<file path="config.mk">
export PLATFORM = sky130hd
export DESIGN_NAME = fighter_input_ctrl
export DESIGN_NICKNAME = d
export VERILOG_FILES = /design/src/rtl/fighter_input_ctrl.sv
export SDC_FILE = /design/constraint.sdc
export NUM_CORES = 1
export LEC_CHECK = 0
export BUFFER_PORTS_ARGS = -buffer_cell sky130_fd_sc_hd__buf_2
export CAP_MARGIN = 30
export CELL_PAD_IN_SITES_DETAIL_PLACEMENT = 1
export CELL_PAD_IN_SITES_GLOBAL_PLACEMENT = 2
export CORE_UTILIZATION = 39
export CTS_BUF_LIST = sky130_fd_sc_hd__clkbuf_4 sky130_fd_sc_hd__clkbuf_8 sky130_fd_sc_hd__clkbuf_16
export DETAILED_ROUTE_END_ITERATION = 16
export HOLD_SLACK_MARGIN = 0.05
export PLACE_DENSITY_LB_ADDON = 0.1
export SLEW_MARGIN = 20
export SYNTH_ARGS = -nofsm -noshare
export SYNTH_HDL_FRONTEND = slang
export SYNTH_SLANG_ARGS = --single-unit
</file>
<file path="constraint.sdc">
create_clock -name clk -period 1.9 [get_ports clk]
set_input_delay 0.19 -clock clk [delete_from_list [all_inputs] [get_ports clk]]
set_output_delay 0.19 -clock clk [all_outputs]
set_load 0.1 [all_outputs]
</file>
<file path="src/rtl/fighter_input_ctrl.sv">
// Per-player input conditioning: button sync/debounce, jump press buffering and a
// frame-stepped attack state machine that gates walking and jumping while it plays.
module fighter_input_ctrl #(
  parameter int unsigned DEBOUNCE_CYCLES = 16,
  parameter int unsigned JUMP_BUF_FRAMES = 4,
  parameter int unsigned ATK_STARTUP     = 3,
  parameter int unsigned ATK_ACTIVE      = 4,
  parameter int unsigned ATK_RECOVERY    = 6
) (
  input  logic       clk,
  input  logic       reset_n,
  input  logic       SCEN,
  input  logic       btn_left,
  input  logic       btn_right,
  input  logic       btn_jump,
  input  logic       btn_attack,
  input  logic       jump_active,
  input  logic       hit_stun,
  output logic       move_left,
  output logic       move_right,
  output logic       jump,
  output logic       move_enable,
  output logic [1:0] attack_state,
  output logic       attack_hit
);

  localparam int unsigned NBTN = 4;
  localparam int unsigned DCW  = $clog2(DEBOUNCE_CYCLES);
  localparam int unsigned FMAX = (ATK_STARTUP > ATK_ACTIVE)
                                 ? ((ATK_STARTUP > ATK_RECOVERY) ? ATK_STARTUP : ATK_RECOVERY)
                                 : ((ATK_ACTIVE > ATK_RECOVERY) ? ATK_ACTIVE : ATK_RECOVERY);
  localparam int unsigned FCW  = $clog2(FMAX + 1);
  localparam int unsigned JBW  = 4;
  localparam int unsigned BL   = 0;
  localparam int unsigned BR   = 1;
  localparam int unsigned BJ   = 2;
  localparam int unsigned BA   = 3;

  typedef enum logic [1:0] {
    ST_IDLE     = 2'd0,
    ST_STARTUP  = 2'd1,
    ST_ACTIVE   = 2'd2,
    ST_RECOVERY = 2'd3
  } atk_state_e;

  logic [NBTN-1:0] btn_raw;
  logic [NBTN-1:0] sync1_q, sync2_q, deb_q, deb_prev_q;
  logic [DCW-1:0]  dcnt_q [NBTN];

  atk_state_e      state_q, state_d;
  logic [FCW-1:0]  fcnt_q, fcnt_d;
  logic [JBW-1:0]  jbuf_q, jbuf_d;
  logic            areq_q, areq_d;
  logic            move_left_q, move_right_q, attack_hit_q;
  logic            jump_rise, atk_rise, jump_c;

  assign btn_raw = {btn_attack, btn_jump, btn_right, btn_left};

  // Synchronize, then flip the debounced level only after a sustained mismatch
  always_ff @(posedge clk or negedge reset_n) begin
    if (!reset_n) begin
      sync1_q    <= '0;
      sync2_q    <= '0;
      deb_q      <= '0;
      deb_prev_q <= '0;
      for (int i = 0; i < NBTN; i++) dcnt_q[i] <= '0;
    end else begin
      sync1_q    <= btn_raw;
      sync2_q    <= sync1_q;
      deb_prev_q <= deb_q;
      for (int i = 0; i < NBTN; i++) begin
        if (sync2_q[i] == deb_q[i]) begin
          dcnt_q[i] <= '0;
        end else if (dcnt_q[i] == DCW'(DEBOUNCE_CYCLES - 1)) begin
          deb_q[i]  <= ~deb_q[i];
          dcnt_q[i] <= '0;
        end else begin
          dcnt_q[i] <= dcnt_q[i] + DCW'(1);
        end
      end
    end
  end

  assign jump_rise = deb_q[BJ] & ~deb_prev_q[BJ];
  assign atk_rise  = deb_q[BA] & ~deb_prev_q[BA];
  assign jump_c    = (jbuf_q != '0) & ~jump_active & (state_q == ST_IDLE) & ~hit_stun;

  // Attack FSM, attack request flag and jump buffer next-state
  always_comb begin
    state_d = state_q;
    fcnt_d  = fcnt_q;
    areq_d  = areq_q;
    jbuf_d  = jbuf_q;

    if (atk_rise && (state_q == ST_IDLE)) areq_d = 1'b1;

    if (SCEN) begin
      if (hit_stun && (state_q != ST_IDLE)) begin
        state_d = ST_IDLE;
        fcnt_d  = '0;
        areq_d  = 1'b0;
      end else begin
        case (state_q)
          ST_IDLE: begin
            if (areq_q && !jump_active && !hit_stun) begin
              state_d = ST_STARTUP;
              fcnt_d  = '0;
              areq_d  = 1'b0;
            end
          end
          ST_STARTUP: begin
            if (fcnt_q == FCW'(ATK_STARTUP - 1)) begin
              state_d = ST_ACTIVE;
              fcnt_d  = '0;
            end else fcnt_d = fcnt_q + FCW'(1);
          end
          ST_ACTIVE: begin
            if (fcnt_q == FCW'(ATK_ACTIVE - 1)) begin
              state_d = ST_RECOVERY;
              fcnt_d  = '0;
            end else fcnt_d = fcnt_q + FCW'(1);
          end
          ST_RECOVERY: begin
            if (fcnt_q == FCW'(ATK_RECOVERY - 1)) begin
              state_d = ST_IDLE;
              fcnt_d  = '0;
            end else fcnt_d = fcnt_q + FCW'(1);
          end
          default: begin
            state_d = ST_IDLE;
            fcnt_d  = '0;
          end
        endcase
      end
    end

    // A fresh press reloads the buffer even if a frame tick lands in the same cycle
    if (jump_rise) begin
      jbuf_d = JBW'(JUMP_BUF_FRAMES);
    end else if (SCEN) begin
      if (jump_c) jbuf_d = '0;
      else if (jbuf_q != '0) jbuf_d = jbuf_q - JBW'(1);
    end
  end

  always_ff @(posedge clk or negedge reset_n) begin
    if (!reset_n) begin
      state_q      <= ST_IDLE;
      fcnt_q       <= '0;
      areq_q       <= 1'b0;
      jbuf_q       <= '0;
      move_left_q  <= 1'b0;
      move_right_q <= 1'b0;
      attack_hit_q <= 1'b0;
    end else begin
      state_q      <= state_d;
      fcnt_q       <= fcnt_d;
      areq_q       <= areq_d;
      jbuf_q       <= jbuf_d;
      move_left_q  <= deb_q[BL] & (state_q == ST_IDLE);
      move_right_q <= deb_q[BR] & (state_q == ST_IDLE);
      attack_hit_q <= (state_d == ST_ACTIVE);
    end
  end

  assign move_left    = move_left_q;
  assign move_right   = move_right_q;
  assign jump         = jump_c;
  assign move_enable  = ~hit_stun & (state_q == ST_IDLE);
  assign attack_state = state_q;
  assign attack_hit   = attack_hit_q;

endmodule
</file>
==> results.yml, run 1 <==
floorplan:
  placeableCoreArea_sq_mm: 0.004504
  design.portCount: 16
  dieArea_sq_mm: 0.005143
  die_h_um: 71.72
  dieWidth_um: 71.72
  placementRows: 24
  initial_standard_cell_utilization_of_the_core: 0.4208
worst_setup_path:
  capturing_element_type_of_the_critical_path: "flip-flop"
  required_ps: 2120
  critical-path-max-stage-delay_ps: 500
  critical_path.cell_chain: "inv_1 -> ha_1 -> nor3b_2 -> nand2b_4 -> or4b_1 -> a21oi_1"
  critPathBufInv: 1
  worstSetupPathType: "flip-flop to flip-flop"
  critPathSlowestCell: "or4b_1"
  critical_path.max_fanout: 5
  worst_path_dominant_cell_family: "simple AND/OR/NAND/NOR gates"
  crit_arrival_ps: 1930
  crit_path_start_kind: "flip-flop"
logic_synthesis:
  post-synth-top-area-cell: "dfrtp_1"
  post_synth_num_cell_types: 34
  synthDominantCellAreaShare: 0.5677
  synth_seq_area_share: 0.5677
  ys.flop_type: "dfrtp_1"
  synth_area_per_cell_sq_um: 11.49
  ys_top_cells_by_area: "dfrtp_1 (57%), ha_1 (6.6%), xnor2_1 (3.7%)"
  netlist_area_sq_mm: 0.001896
  synth.cells.most_frequent: "dfrtp_1 (43), a21oi_1 (12), ha_1 (10), inv_1 (10), nor2_1 (10)"
  ys_async_sr_fraction: 1.000
  synth-edff-count: 0
  synth_cells: 165
  ys_ff_latch: 43
  mapped_nets: 184
  synth_most_common_cell: "dfrtp_1"
  yosys_warnings: 0
final_layout:
  final_cell_count_no_fill: 247
  fin_util: 0.4964
  num-nets-final: 213
  synthToLayoutAreaGrowth_pct: 17.95
  num_antenna_cells: 0
  drive_gt1_frac: 0.2000
grt:
  antenna_found_initial: 0
  wire_length_of_the_first_global_routing_pass_mm: 6.437
  grt_overflow_total: 0
  gr-usage-all-layers: 0.1635
  vias_in_the_first_global_route: 1355
  grt_max_degree: 26
clock_network:
  maximum_clock_insertion_buffer_count: 2
  clk_transition_reported_paths_ps: 80
  htree_levels: 2
  clock_tree.root_cell: "clkbuf_8"
  clkSinkCount: 43
  cts_setup_buffers: 0
  clock_network_latency_to_the_later_pin_of_the_worst_skew_pair_ps: 290
  cts_inserted_buffers: 5
  clock_tree_from_tritoncts: "done"
power_and_ir_drop:
  power_mw: 2.268
  power_density_mw_per_mm2: 1014
  p_leak_nw: 1.021
  ir_worst_vdd_v: 0.0005490
detailed_routing:
  drc: 0
  drt_first_pass_iters: 4
  detail_route.vias_per_cell: 5.296
  drt.antenna.violating_nets: 0
  avgRoutedWirePerCell_um: 14.35
  vias: 1308
  totalWireLength_mm: 3.544
  dr.first_iter.drc_count: 71
timing:
  fin_worst_skew_ps: 2.594
  hold_viol: 0
  maxClockFrequency_ghz: 0.5859
  layout_min_cycle_time_ps: 1707
  max_slew.worst_pin.slew_ps: 559.6
  setup_ws_final_ps: 193.4
  timing.setup.tns_ps: 0
  rsz0062_at_grt: "false"
  period_share: 0.8982
  timing_max_transition_violations_final: 0
  final-setup-viol-count: 0
  timing.slew.headroom: 0.6269
placed_design:
  gp_congestion: 0.7332
  place_hpwl_mm: 2.623
  pre_cts_ws_ps: 203.1
  placed_cells: 234
  port_buffers: 15
run_status:
  outcome: "completed"
flow_run:
  drv.max_cap_violation_count: 0
hold_path:
  timing.hold.worst.class: "input pin to flip-flop"
[report_power, final]
| part | internal, mW | total (mW) | switching, mW |
|---|---|---|---|
| logic | 0.241 | 0.568 | 0.328 |
| registers | 1.01 | 1.12 | 0.113 |
| clock network | 0.286 | 0.575 | 0.288 |
| total | 1.54 | 2.27 | 0.729 |
[placed cells by master (no fill, tap or decap), types with 2 or more instances in the layout]
| cell | instances |
|---|---|
| mux2_2 | 4 |
| xnor2_1 | 8 |
| o21ai_0 | 8 |
| nand3_1 | 4 |
| nand2b_1 | 2 |
| clkbuf_8 | 5 |
| dfrtp_2 | 2 |
| a21oi_1 | 12 |
| nor3b_1 | 5 |
| nand2_1 | 9 |
| nand4b_1 | 4 |
| clkbuf_4 | 2 |
| nor2_1 | 9 |
| ha_1 | 10 |
| nor3_1 | 3 |
| dfrtp_1 | 41 |
| o22a_1 | 2 |
| a311oi_1 | 2 |
| dlygate4sd3_1 | 5 |
| or3_1 | 2 |
| nor2b_1 | 6 |
| a31oi_1 | 2 |
| buf_2 | 14 |
| buf_4 | 4 |
| inv_1 | 10 |
| and2_1 | 2 |
[per-stage QoR]
step / hold slack (ps) / area [sq um]
after floorplan: -105.6 / 1917
after global placement: 214.5 / 2092
after detailed placement: 222.2 / 2092
after CTS: 213.4 / 2231
after global routing: 251.9 / 2236
final: 228.9 / 2236
[logic make-up (layout without fill, tap and decap cells)]
kind of cell    count (synthesis)  count (layout)  share of synthesized area
mux                             4               4                    0.02376
buf+inv                        12              42                    0.02508
xor+xnor                        8               8                    0.03697
fa+ha+maj                      10              10                    0.06601
compound gates                 33              33                     0.1076
flops                          43              43                     0.5677
simple gates                   55              55                     0.1729
[worst reg2reg max path, cell delays in order, from the launching register on]
cell      delay (ps)
dfrtp_1          380
inv_1             50
ha_1             210
nor3b_2          180
nand2b_4         160
or4b_1           500
a21oi_1          150
[final timing paths]
| kind | start | endpoint | slack, ps | depth (start not counted) |
|---|---|---|---|---|
| min in group asynchronous | reset_n | jbuf_q[3] | 420 | 2 |
| max in group asynchronous | reset_n | dcnt_q[1] | 920 | 3 |
| worst max register to register | jbuf_q[0] | jbuf_q[3] | 190 | 6 |
| worst min register to register | sync1_q[3] | sync2_q[3] | 350 | 0 |
| worst min-delay path | SCEN | attack_state[1] | 230 | 2 |
| worst max-delay path | jbuf_q[0] | jbuf_q[3] | 190 | 6 |
[layout make-up]
class	count	area, sq um
Clock buffer	7	83.83
Clock inverter	1	5.005
Fill cell	486	2268
Timing Repair Buffer	24	170.2
Sequential cell	43	1079
Inverter	10	37.54
Multi-Input combinational cell	110	795.8
Tap cell	52	65.06
[routing by layer]
| metal | GRT usage | vias to the layer above | wire [um] |
|---|---|---|---|
| li1 | - | 636 | - |
| met1 | 0.2161 | 647 | 1640 |
| met2 | 0.2610 | 20 | 1728 |
| met3 | 0.04641 | 5 | 119 |
| met4 | 0.05229 | 0 | 55 |
| met5 | 0 | - | 0 |
[what timing repair did]
action	CTS	global route
hold buffers	5	0
endpoints found under the setup margin	0	1
gates resized for setup	0	1
endpoints found under the hold margin	27	0
[sequential cells by signal, summed over array words and instances, names as in the netlist, 2 cells and up]
name and cells:
sync1_q 4, sync2_q 4, dcnt_q 16, fcnt_q 3
deb_prev_q 2, attack_state 2, deb_q 4, jbuf_q 4
Note: power is estimated with default switching activity, not from simulation.
==> run 2, diff against run 1 <==
--- a/config.mk
+++ b/config.mk
@@ -9,7 +9,8 @@
 export CAP_MARGIN = 30
 export CELL_PAD_IN_SITES_DETAIL_PLACEMENT = 1
 export CELL_PAD_IN_SITES_GLOBAL_PLACEMENT = 2
-export CORE_UTILIZATION = 39
+export CORE_ASPECT_RATIO = 1.4
+export CORE_UTILIZATION = 25
 export CTS_BUF_LIST = sky130_fd_sc_hd__clkbuf_4 sky130_fd_sc_hd__clkbuf_8 sky130_fd_sc_hd__clkbuf_16
 export DETAILED_ROUTE_END_ITERATION = 16
 export HOLD_SLACK_MARGIN = 0.05
==> results.yml, run 2 (same netlist as run 1, synthesis figures left out) <==
final_layout:
  most_common_library_cell_in_the_layout_ignoring_fill_and_taps: "dfrtp_1"
  seq_area_sq_mm: 0.001079
  synthToLayoutAreaGrowth_pct: 23.43
  num_antenna_cells: 0
  number_of_flip_flops_in_the_largest_register: 16
  fillerInstances: 819
  multi_input_area_sq_um: 790.8
  num-nets-final: 212
  largest-register: "dcnt_q"
  final_cell_count_no_fill: 291
  mostFrequentLayoutCells: "dfrtp_1 (41), buf_2 (14), a21oi_1 (12)"
  drive_gt1_frac: 0.1907
clock_network:
  hold_buffers: 5
  clock_tree_from_tritoncts: "done"
  clock_network_latency_to_the_later_pin_of_the_worst_skew_pair_ps: 290
  cts.repair.resized: 0
  maximum_clock_insertion_buffer_count: 2
  htree_levels: 2
  cts_setup_buffers: 0
  clk_transition_reported_paths_ps: 80
  clkSinkCount: 43
  clock_tree.root_cell: "clkbuf_8"
  cts_inserted_buffers: 5
placed_design:
  placed_cells: 278
  place_hpwl_mm: 2.778
  gp_congestion: 0.7361
  port_buffers: 15
run_status:
  outcome: "completed"
floorplan:
  placeableCoreArea_sq_mm: 0.007361
  dieWidth_um: 75.59
  dieArea_sq_mm: 0.007939
  die_h_um: 105.0
  design.portCount: 16
  initial_standard_cell_utilization_of_the_core: 0.2575
  placementRows: 37
timing:
  timing.slew.headroom: 0.6771
  maxClockFrequency_ghz: 0.5589
  max_slew.worst_pin.slew_ps: 487.6
  rsz0062_at_grt: "false"
  final-setup-viol-count: 0
  layout_min_cycle_time_ps: 1789
  fin_worst_skew_ps: 5.882
  timing.setup.tns_ps: 0
  hold_viol: 0
  timing_max_transition_violations_final: 0
  period_share: 0.9417
detailed_routing:
  avgRoutedWirePerCell_um: 12.81
  detail_route.vias_per_cell: 4.553
  totalWireLength_mm: 3.728
  vias: 1325
  drt_first_pass_iters: 4
  drc: 0
  drt.antenna.violating_nets: 0
  dr.first_iter.drc_count: 9
worst_setup_path:
  critPathSlowestCell: "dfrtp_1"
  capturing_element_type_of_the_critical_path: "output port"
  critical-path-max-stage-delay_ps: 410
  rr_startpoint: "jbuf_q[0]"
  crit_arrival_ps: 1600
  required_ps: 1710
  reg2regPathDepth: 6
  worstReg2RegEnd: "jbuf_q[3]"
  timing.reg2reg.setup_slack_ps: 200
  critical_path.max_fanout: 4
  worstSetupPathType: "flip-flop to output port"
  crit_path_start_kind: "flip-flop"
  critical_path.cell_chain: "inv_1 -> ha_1 -> nor3b_1 -> nor2_4 -> buf_12"
power_and_ir_drop:
  switching_part_of_the_total_power: 0.2975
  p_leak_nw: 1.034
  power.share.sequential: 0.442
  combPwrFrac: 0.225
  ir_worst_vdd_v: 0.0003979
  power_frac_clock: 0.333
  power.net_switching_uw: 751.2
  power_density_mw_per_mm2: 1079
  intPower_mw: 1.774
hold_path:
  hold_path_sink: "attack_state[1]"
  hp-start: "SCEN"
  timing.hold.worst.class: "input pin to flip-flop"
  min_path_cells: 2
grt:
  wire_length_of_the_first_global_routing_pass_mm: 6.458
  antenna_found_initial: 0
  grt_max_degree: 26
  gr-usage-all-layers: 0.1087
  grt_overflow_total: 0
  vias_in_the_first_global_route: 1394
flow_run:
  drv.max_cap_violation_count: 0
[run 2: changes by cell type in the layout (fill, tap and decap cells not counted), sizes merged]
| cell | delta |
|---|---|
| buf | -1 |
| bufinv | +2 |
| clkbuf | -2 |
| clkinv | -1 |
| clkinvlp | +1 |
[run 2: stage by stage]
step | power [mW] | cell area, sq um | util | worst slack, ps | hold slack (ps)
2_1_floorplan | 1.522 | 1917 | - | 33.03 | -105.6
5_1_grt | 2.675 | 2340 | 0.3179 | 26.22 | 281.0
6_report | 2.525 | 2340 | 0.3179 | 110.8 | 252.0
3_5_place_dp | 1.706 | 2153 | 0.2925 | 214.3 | 178.1
4_1_cts | 2.578 | 2340 | 0.3179 | 88.57 | 241.8
3_3_place_gp | 1.672 | 2153 | 0.2925 | 294.0 | 170.7
[run 2: how the worst max path moves through the flow]
| stage | from | endpoint | slack (ps) | cells after the start |
|---|---|---|---|---|
| 6_report | jbuf_q[0] | jump | 110 | 5 |
| 5_1_grt | jbuf_q[0] | jump | 30 | 5 |
| 4_1_cts | jbuf_q[0] | jump | 90 | 5 |
| 3_5_place_dp | jbuf_q[0] | jbuf_q[3] | 210 | 6 |
| 3_3_place_gp | jbuf_q[0] | jbuf_q[3] | 290 | 6 |
| 2_1_floorplan | attack_state[0] | jump | 30 | 4 |
[run 2: layout make-up]
class,count,share of cell area
Sequential cell,43,0.4610
Multi-Input combinational cell,110,0.3380
Timing Repair Buffer,23,0.07487
Tap cell,97,0.05187
Clock buffer,5,0.02941
Clock inverter,3,0.02888
Inverter,10,0.01604
[run 2: power by group through the flow]
stage          Clock (mW)  Sequential (mW)  Combinational (mW)
6_report            0.841             1.12               0.567
5_1_grt             0.909             1.14               0.630
4_1_cts             0.880             1.12               0.579
3_5_place_dp            0             1.14               0.567
3_3_place_gp            0             1.13               0.545
2_1_floorplan           0             1.14               0.381
[run 2: layer usage]
metal  wire length, um  track usage
met1              1650       0.1301
met2              1907       0.1818
met3                89      0.02314
met4                80      0.04762
met5                 0            0
[run 2: critical path, delay by kind of cell, from the launching register on]
kind / cells / cell delay, ps
DFF: 1 / 410
adders and majority gates: 1 / 180
and+or+nand+nor: 2 / 470
buffers and inverters: 2 / 250
==> run 3, diff against run 2 <==
--- a/config.mk
+++ b/config.mk
@@ -15,6 +15,7 @@
 export DETAILED_ROUTE_END_ITERATION = 16
 export HOLD_SLACK_MARGIN = 0.05
 export PLACE_DENSITY_LB_ADDON = 0.1
+export REMOVE_ABC_BUFFERS = 1
 export SLEW_MARGIN = 20
 export SYNTH_ARGS = -nofsm -noshare
 export SYNTH_HDL_FRONTEND = slang
==> results.yml, run 3 (same netlist as run 1, synthesis figures left out) <==
hold_path:
  min_path_cells: 2
  hold_path_sink: "attack_state[1]"
  timing.hold.worst.class: "input pin to flip-flop"
  hp-start: "SCEN"
timing:
  maxClockFrequency_ghz: 0.5847
  setup_ws_final_ps: 189.8
  hold-worst-slack_ps: 261.5
  hold_viol: 0
  max_slew.worst_pin.slew_ps: 795.4
  timing.slew.headroom: 0.4697
  timing_max_transition_violations_final: 0
  final-setup-viol-count: 0
  rsz0062_at_grt: "false"
  layout_min_cycle_time_ps: 1710
  fin_worst_skew_ps: 4.825
  period_share: 0.9001
worst_setup_path:
  critical_path.cell_chain: "inv_1 -> ha_1 -> nor3b_1 -> nor2_1 -> buf_12"
  crit_arrival_ps: 1520
  critPathBufInv: 2
  reg2regPathDepth: 6
  crit_path_start_kind: "flip-flop"
  worstReg2RegEnd: "jbuf_q[3]"
  required_ps: 1710
  capturing_element_type_of_the_critical_path: "output port"
  critical_path.max_fanout: 3
  worstSetupPathType: "flip-flop to output port"
  worst_path_dominant_cell_family: "simple AND/OR/NAND/NOR gates"
  critical-path-max-stage-delay_ps: 400
  critPathLaunch: "jbuf_q[1]"
  rr_startpoint: "jbuf_q[0]"
  timing.reg2reg.setup_slack_ps: 270
  critPathSlowestCell: "dfrtp_1"
floorplan:
  dieArea_sq_mm: 0.007939
  design.portCount: 16
  initial_standard_cell_utilization_of_the_core: 0.2575
  placementRows: 37
  placeableCoreArea_sq_mm: 0.007361
  dieWidth_um: 75.59
  die_h_um: 105.0
flow_run:
  drv.max_cap_violation_count: 0
power_and_ir_drop:
  ir_worst_vdd_v: 0.0003325
  p_leak_nw: 1.023
  power_mw: 2.298
  power_density_mw_per_mm2: 1008
grt:
  vias_in_the_first_global_route: 1313
  grt_overflow_total: 0
  antenna_found_initial: 0
  gr-usage-all-layers: 0.1039
  wire_length_of_the_first_global_routing_pass_mm: 6.223
  grt_max_degree: 36
detailed_routing:
  avgRoutedWirePerCell_um: 12.76
  totalWireLength_mm: 3.727
  drc: 0
  drt.antenna.violating_nets: 0
  detail_route.vias_per_cell: 4.572
  dr.first_iter.drc_count: 39
  vias: 1335
  drt_first_pass_iters: 4
clock_network:
  clock_tree_from_tritoncts: "done"
  clkSinkCount: 43
  clk_transition_reported_paths_ps: 80
  maximum_clock_insertion_buffer_count: 2
  cts_setup_buffers: 0
  htree_levels: 2
  clock_tree.root_cell: "clkbuf_8"
  clock_network_latency_to_the_later_pin_of_the_worst_skew_pair_ps: 290
  cts_inserted_buffers: 5
final_layout:
  fin_area_sq_mm: 0.002281
  final_cell_count_no_fill: 292
  num_antenna_cells: 0
  most_common_library_cell_in_the_layout_ignoring_fill_and_taps: "dfrtp_1"
  num-nets-final: 213
  synthToLayoutAreaGrowth_pct: 20.33
  largest-register: "dcnt_q"
  number_of_flip_flops_in_the_largest_register: 16
  drive_gt1_frac: 0.1744
  fillerInstances: 817
  mostFrequentLayoutCells: "dfrtp_1 (43), buf_2 (14), a21oi_1 (12)"
placed_design:
  port_buffers: 15
  placed_cells: 279
  post_placement_cell_area_sq_mm: 0.002127
  pre_cts_ws_ps: 276.8
  gp_congestion: 0.7841
  place_hpwl_mm: 2.714
run_status:
  outcome: "completed"
-- run 3: cell count changes in the layout (fill, tap and decap cells not counted), sizes merged --
cell,before,now
buf,18,19
bufinv,2,0
clkbuf,5,8
clkinvlp,1,0
-- run 3: how the worst max path moves through the flow --
stage / endpoint / slack [ps] / cells past startpoint
final: jump / 190 / 5
after global routing: jump / 70 / 4
after CTS: jump / 160 / 4
after detailed placement: jbuf_q[3] / 280 / 6
after global placement: jbuf_q[2] / 310 / 3
after floorplan: move_enable / -1340 / 1
-- run 3: area by class of cell --
cell class                 count  area, sq um  share of cell area
clock buffer                   8        103.9             0.04553
inverter                      10        37.54             0.01646
multi-input combinational    110        772.0              0.3385
sequential                    43         1076              0.4717
tap                           97        121.4             0.05321
timing repair buffer          24        170.2             0.07460
-- run 3: timing repair --
| item | 4_1_cts | 5_1_grt |
|---|---|---|
| hold buffers | 5 | 0 |
| hold endpoints to repair | 37 | 0 |
| gates resized for setup | 0 | 0 |
-- run 3: power breakdown --
| part | leakage [nW] | internal (mW) | total, mW | switching [mW] |
|---|---|---|---|---|
| registers | 0.565 | 1.01 | 1.11 | 0.101 |
| clock network | 0.0549 | 0.346 | 0.642 | 0.296 |
| logic | 0.403 | 0.227 | 0.544 | 0.316 |
-- run 3: metal layers --
metal | vias to the layer above | GRT usage | share of wire
li1 | 634 | - | -
met1 | 673 | 0.1285 | 0.44
met2 | 22 | 0.1677 | 0.51
met3 | 6 | 0.02604 | 0.030
met4 | 0 | 0.04365 | 0.016
met5 | - | 0 | 0
-- run 3: worst reg2reg max path, stage by stage, from the launching register on --
cell      delay, ps
dfrtp_1         380
inv_1            50
ha_1            210
nor3b_1         160
nand2b_4        160
or4b_1          460
a21oi_1         150
-- run 3: metrics by stage --
step / utilization / TNS (ps)
after detailed placement: 0.2890 / 0
final: 0.3099 / 0
after CTS: 0.3099 / 0
after floorplan: - / -2235
after global placement: 0.2890 / 0
after global routing: 0.3099 / 0
